[src/rtl/bsarb_pkg.sv]
// Shared constants, types and the left-to-right amount conversion for the
// two-requester rotate arbiter.
package bsarb_pkg;

    localparam int DW = 8;
    localparam int KW = 3;

    typedef logic req_id_t;

    typedef enum logic {
        SLOT_EMPTY = 1'b0,
        SLOT_FULL  = 1'b1
    } slot_state_t;

    // A left rotate by k equals a right rotate by (DW - k); the KW-bit
    // wrap-around makes k = 0 map back to 0.
    function automatic logic [KW-1:0] calc_k_eff(input logic [KW-1:0] k,
                                                 input logic          left);
        logic [KW-1:0] dw_mod;
        dw_mod = KW'(DW);
        return left ? (dw_mod - k) : k;
    endfunction

endpackage

[src/rtl/barrel_shifter.sv]
// 8-bit combinational right rotator.
module barrel_shifter
    import bsarb_pkg::*;
(
    output logic [DW-1:0] o_y,
    input  logic [DW-1:0] i_a,
    input  logic [KW-1:0] i_k
);

    logic [2*DW-1:0] doubled;

    // Selecting a DW-wide window out of the operand concatenated with itself
    // yields the right rotation directly.
    always_comb begin
        doubled = {i_a, i_a};
        o_y     = doubled[{1'b0, i_k} +: DW];
    end

endmodule

[src/rtl/barrel_shifter_arbiter.sv]
// Two requesters share one rotator; the result sits in a one-entry output slot.
// Tie-break is round-robin when BSARB_ROUND_ROBIN_EN is defined, else fixed priority to requester 0.
module barrel_shifter_arbiter
    import bsarb_pkg::*;
(
    input  logic          i_clk,
    input  logic          i_rst,
    input  logic          i_req0_valid,
    output logic          o_req0_ready,
    input  logic [DW-1:0] i_req0_data,
    input  logic [KW-1:0] i_req0_k,
    input  logic          i_req0_left,
    input  logic          i_req1_valid,
    output logic          o_req1_ready,
    input  logic [DW-1:0] i_req1_data,
    input  logic [KW-1:0] i_req1_k,
    input  logic          i_req1_left,
    output logic          o_rsp_valid,
    input  logic          i_rsp_ready,
    output logic [DW-1:0] o_rsp_data,
    output req_id_t       o_rsp_id,
    output logic          o_busy
);

    slot_state_t   state_q;
    slot_state_t   state_d;
    logic [DW-1:0] rsp_data_q;
    req_id_t       rsp_id_q;
    req_id_t       winner;
    logic          can_load;
    logic          accept;
    logic [DW-1:0] win_data;
    logic [KW-1:0] win_k;
    logic          win_left;
    logic [KW-1:0] win_k_eff;
    logic [DW-1:0] rot_y;

`ifdef BSARB_ROUND_ROBIN_EN
    req_id_t last_gnt_q;

    always_comb begin
        winner = 1'b0;
        if (i_req0_valid && i_req1_valid) begin
            winner = ~last_gnt_q;
        end else if (i_req1_valid) begin
            winner = 1'b1;
        end
    end

    // Reset value 1 hands the first tie to requester 0.
    always_ff @(posedge i_clk) begin
        if (i_rst) begin
            last_gnt_q <= 1'b1;
        end else if (accept) begin
            last_gnt_q <= winner;
        end
    end
`else
    assign winner = !i_req0_valid && i_req1_valid;
`endif

    assign can_load     = (state_q == SLOT_EMPTY) || i_rsp_ready;
    assign o_req0_ready = can_load && (winner == 1'b0) && !i_rst;
    assign o_req1_ready = can_load && (winner == 1'b1) && !i_rst;
    assign accept       = (i_req0_valid && o_req0_ready) ||
                          (i_req1_valid && o_req1_ready);

    always_comb begin
        win_data  = winner ? i_req1_data : i_req0_data;
        win_k     = winner ? i_req1_k    : i_req0_k;
        win_left  = winner ? i_req1_left : i_req0_left;
        win_k_eff = calc_k_eff(win_k, win_left);
    end

    barrel_shifter u_rot (
        .o_y (rot_y),
        .i_a (win_data),
        .i_k (win_k_eff)
    );

    always_ff @(posedge i_clk) begin
        if (i_rst) begin
            state_q <= SLOT_EMPTY;
        end else begin
            state_q <= state_d;
        end
    end

    // A load takes precedence over a drain so both can happen in one cycle.
    always_comb begin
        state_d = state_q;
        if (accept) begin
            state_d = SLOT_FULL;
        end else if (i_rsp_ready) begin
            state_d = SLOT_EMPTY;
        end
    end

    always_ff @(posedge i_clk) begin
        if (i_rst) begin
            rsp_data_q <= '0;
            rsp_id_q   <= 1'b0;
        end else if (accept) begin
            rsp_data_q <= rot_y;
            rsp_id_q   <= winner;
        end
    end

    assign o_rsp_valid = (state_q == SLOT_FULL);
    assign o_busy      = o_rsp_valid;
    assign o_rsp_data  = rsp_data_q;
    assign o_rsp_id    = rsp_id_q;

endmodule

[config.mk]
export PLATFORM = sky130hd
export DESIGN_NAME = barrel_shifter_arbiter
export DESIGN_NICKNAME = d
export VERILOG_FILES = /design/src/rtl/bsarb_pkg.sv /design/src/rtl/barrel_shifter.sv /design/src/rtl/barrel_shifter_arbiter.sv
export SDC_FILE = /design/constraint.sdc
export NUM_CORES = 1
export LEC_CHECK = 0
export ABC_AREA = 1
export BUFFER_PORTS_ARGS = -buffer_cell sky130_fd_sc_hd__buf_2
export CORE_UTILIZATION = 51
export CTS_CLUSTER_DIAMETER = 100
export DETAILED_ROUTE_END_ITERATION = 7
export GPL_TIMING_DRIVEN = 0
export HOLD_SLACK_MARGIN = 0.12
export PLACE_DENSITY = 0.84
export SETUP_SLACK_MARGIN = 0.1
export SLEW_MARGIN = 20
export SYNTH_ARGS = -nofsm -noshare
export SYNTH_HDL_FRONTEND = slang
export SYNTH_SLANG_ARGS = --single-unit
export TNS_END_PERCENT = 30
[constraint.sdc]
create_clock -name i_clk -period 2.5 [get_ports i_clk]
set_clock_uncertainty 0.05 [all_clocks]
set_input_delay 0.25 -clock i_clk [delete_from_list [all_inputs] [get_ports i_clk]]
set_output_delay 0.25 -clock i_clk [all_outputs]
set_load 0.01 [all_outputs]
==> summary.md <==
| Metric | Value |
|---|---|
| Status | `complete, no violations` |
| Max clock buf depth | `2` |
| Actual slew at the worst max-slew pin | `0.335 ns` |
| Post-Synthesis Cells | `183` |
| Highest routed metal layer | `met3` |
| First-pass GRT wire length | `4420 um` |
| Placed cell area | `1270 um^2` |
| Unrepaired setup endpoints after global routing | `false` |
| Pin count of the biggest net entering global routing | `11` |
| Initial antenna violation count | `0` |
| Post-route cell area | `1310 um^2` |
| Max Slew Vio Count | `0` |
| Setup tns final | `0 ns` |
| Slowest cell on the critical path | `dfxtp_1` |
| Vias per inst | `5.06` |
| Resized Gates After CTS | `0` |
| Yosys reg bits | `10` |
| Hold Path Stages | `4` |
| Row cnt | `15` |
| Yosys cell types | `21` |
| Critical setup path kind | `register to output pin` |
| Clock Latency Late Sink | `0.28 ns` |
| Average routed wire per standard cell | `10.4 um` |
| CP most frequent cell | `nor2_1` |
| GRT Overall Usage | `27.7%` |
| Starting Density | `57.3%` |
| Worst Path Required | `2.20 ns` |
| Synth warn | `0` |
| Lkg Pwr | `0.793 nW` |
| Worst path top cell family by delay | `flip-flops` |
| Remaining DRCs | `0` |
| Met3 Wirelength | `135 um` |
| Fmax | `672 MHz` |
| Reg2reg end | `o_rsp_id` |
| Worst hold path type | `input port to register` |
| DRT Wirelength | `2640 um` |
| Max Cap Violations | `0` |
| Slew HR | `77.7%` |
| Register area share after synthesis | `19.4%` |
| Syn_nets | `212` |
| TritonCTS sink count | `10` |
| CP max FO | `3` |
| H-tree levels | `1` |
| Placeable Area | `1800 um^2` |
| Post-DP HPWL | `2150 um` |
| Crit start category | `register` |
| PwrDens | `479 nW/um^2` |
| Top area cells in the synthesized netlist | `nand3_1, dfxtp_1, nand2_1` |
| Mapped cell area | `1030 um^2` |
| Final nets | `258` |
| Die width | `47.0 um` |
| Final period utilization | `59.5%` |
| Post-CTS setup buffers | `0` |
| ANT cells | `0` |
| TritonCTS clock tree | `done` |
| Crit path cell chain | `inv_1 > nor2_1 > nor2_1 > inv_1 > nor2_1 > buf_2` |
| Metal-1 WL | `1090 um` |
| Met2 routed WL | `1410 um` |
| CTS buffer count | `3` |
| Final Hold Fails | `0` |
| Hold wc startpoint | `i_rsp_ready` |
| Tmin final | `1.49 ns` |
| CP Capture Type | `output pin` |
| WHS Endpoint | `o_busy` |
| Crit path DAT | `1.19 ns` |
| DR vias | `1279` |
| Vias in the first global route | `1112` |
| Maximum VDD drop | `0.364 mV` |
| Io pins | `42` |
| Syn avg cell area | `5.64 um^2` |
| GP Congestion | `0.765` |
| Synth area leader | `nand3_1` |
| Area grow syn2layout | `26.4%` |
| FF-to-FF setup slack | `1.08 ns` |
| Global route overflow | `0` |
| Max stage delay on crit path | `0.36 ns` |
| Synth top area share | `21.3%` |
| DIE HEIGHT | `47.0 um` |
| Cts hold-fix bufs | `0` |
| Critical R2R Launch | `o_busy` |
| CTS Root Cell | `clkbuf_4` |
| Final setup violation count | `0` |
| Worst path buffer plus inverter count | `3` |
| Initial detailed-routing violation count | `30` |
| Antenna-violating nets left | `0` |
| Die footprint | `2210 um^2` |
| R2R depth | `8` |
| Clock transition at the registers of the reported paths | `0.07 ns` |
| Port Buffers | `41` |
| TritonRoute pass-1 iters | `4` |
| Filler cells | `180` |
| Share of layout cells above drive strength 1 | `28.5%` |
-- layer usage --
| layer | vias to the layer above | track usage, % |
|---|---|---|
| li1 | 672 | - |
| met1 | 565 | 32.5 |
| met2 | 42 | 52.5 |
| met3 | 0 | 6.92 |
| met4 | 0 | 1.71 |
| met5 | - | 0 |
-- logic make-up (layout without fill, tap and decap cells) --
logic type	count (synthesis)	in the layout	share of synthesized area (%)
and+or+nand+nor	115	115	53.5
buffers and inverters	38	83	15.3
AOI/OAI and AO/OA	20	20	11.9
DFF	10	10	19.4
-- per-stage QoR --
stage	utilization (%)	setup WS (ns)	hold slack [ns]	cells	power, W
floorplan	-	1.08	0.407	183	0.000387
global placement	70.4	0.818	0.422	249	0.000455
detailed placement	70.4	0.752	0.439	249	0.000471
CTS	72.4	1.01	0.219	253	0.000624
global route	72.4	0.830	0.261	253	0.000673
finish	72.4	1.01	0.215	253	0.000625
-- flip-flops by register name (all words and copies together) (netlist names) --
name,cells
o_rsp_id,1
o_busy,1
o_rsp_data,8
-- worst max path at each step --
stage	startpoint	end	cells past startpoint
2_1_floorplan	i_req0_valid	o_rsp_data[2]	11
3_3_place_gp	i_req0_valid	o_rsp_data[2]	12
3_5_place_dp	i_req0_valid	o_rsp_data[5]	12
4_1_cts	o_busy	o_req1_ready	6
5_1_grt	i_req0_valid	o_rsp_data[1]	12
6_report	o_busy	o_req1_ready	6
-- cell type report --
cell class | count | area (um^2) | share of cell area (%)
multi-input cells | 135 | 674 | 51.7
repair buffers | 41 | 205 | 15.7
flip-flops and latches | 10 | 200 | 15.3
inverters | 34 | 130 | 9.97
clock buffers | 4 | 36.3 | 2.78
well taps | 25 | 31.3 | 2.40
plain buffers | 4 | 27.5 | 2.11
-- report_power, final --
part	internal, W	switching (W)
Combinational	0.000107	0.000169
Sequential	0.000182	0.0000115
Clock	0.0000887	0.0000677
Total	0.000377	0.000248
-- layout by cell type (no fill, tap or decap), types with 2 or more instances in the layout --
cell,n
o21ai_0,10
inv_1,31
a21oi_1,2
nand2_4,2
clkbuf_4,3
nand2_1,52
nand3_1,44
nand3_2,2
o21ai_1,6
dfxtp_1,10
nor2_1,6
buf_2,42
inv_2,2
nand2_2,7
-- synthesized netlist by cell type --
cell and instances:
a21oi_1 2, a21oi_4 1, buf_2 1, buf_4 1, buf_6 1, clkbuf_1 1, dfxtp_1 10, inv_1 31
inv_2 2, inv_4 1, nand2_1 52, nand2_2 7, nand2_4 2, nand3_1 44, nand3_2 2, nand3b_1 1
nand3b_4 1, nor2_1 6, o21ai_0 10, o21ai_1 6, o21ai_4 1
-- worst min-delay path, delay by kind of cell --
family / cells / cell delay, ns
buf+inv: 1 / 0.07
simple gates: 3 / 0.18
No activity file was read; power rests on OpenSTA's default activity.
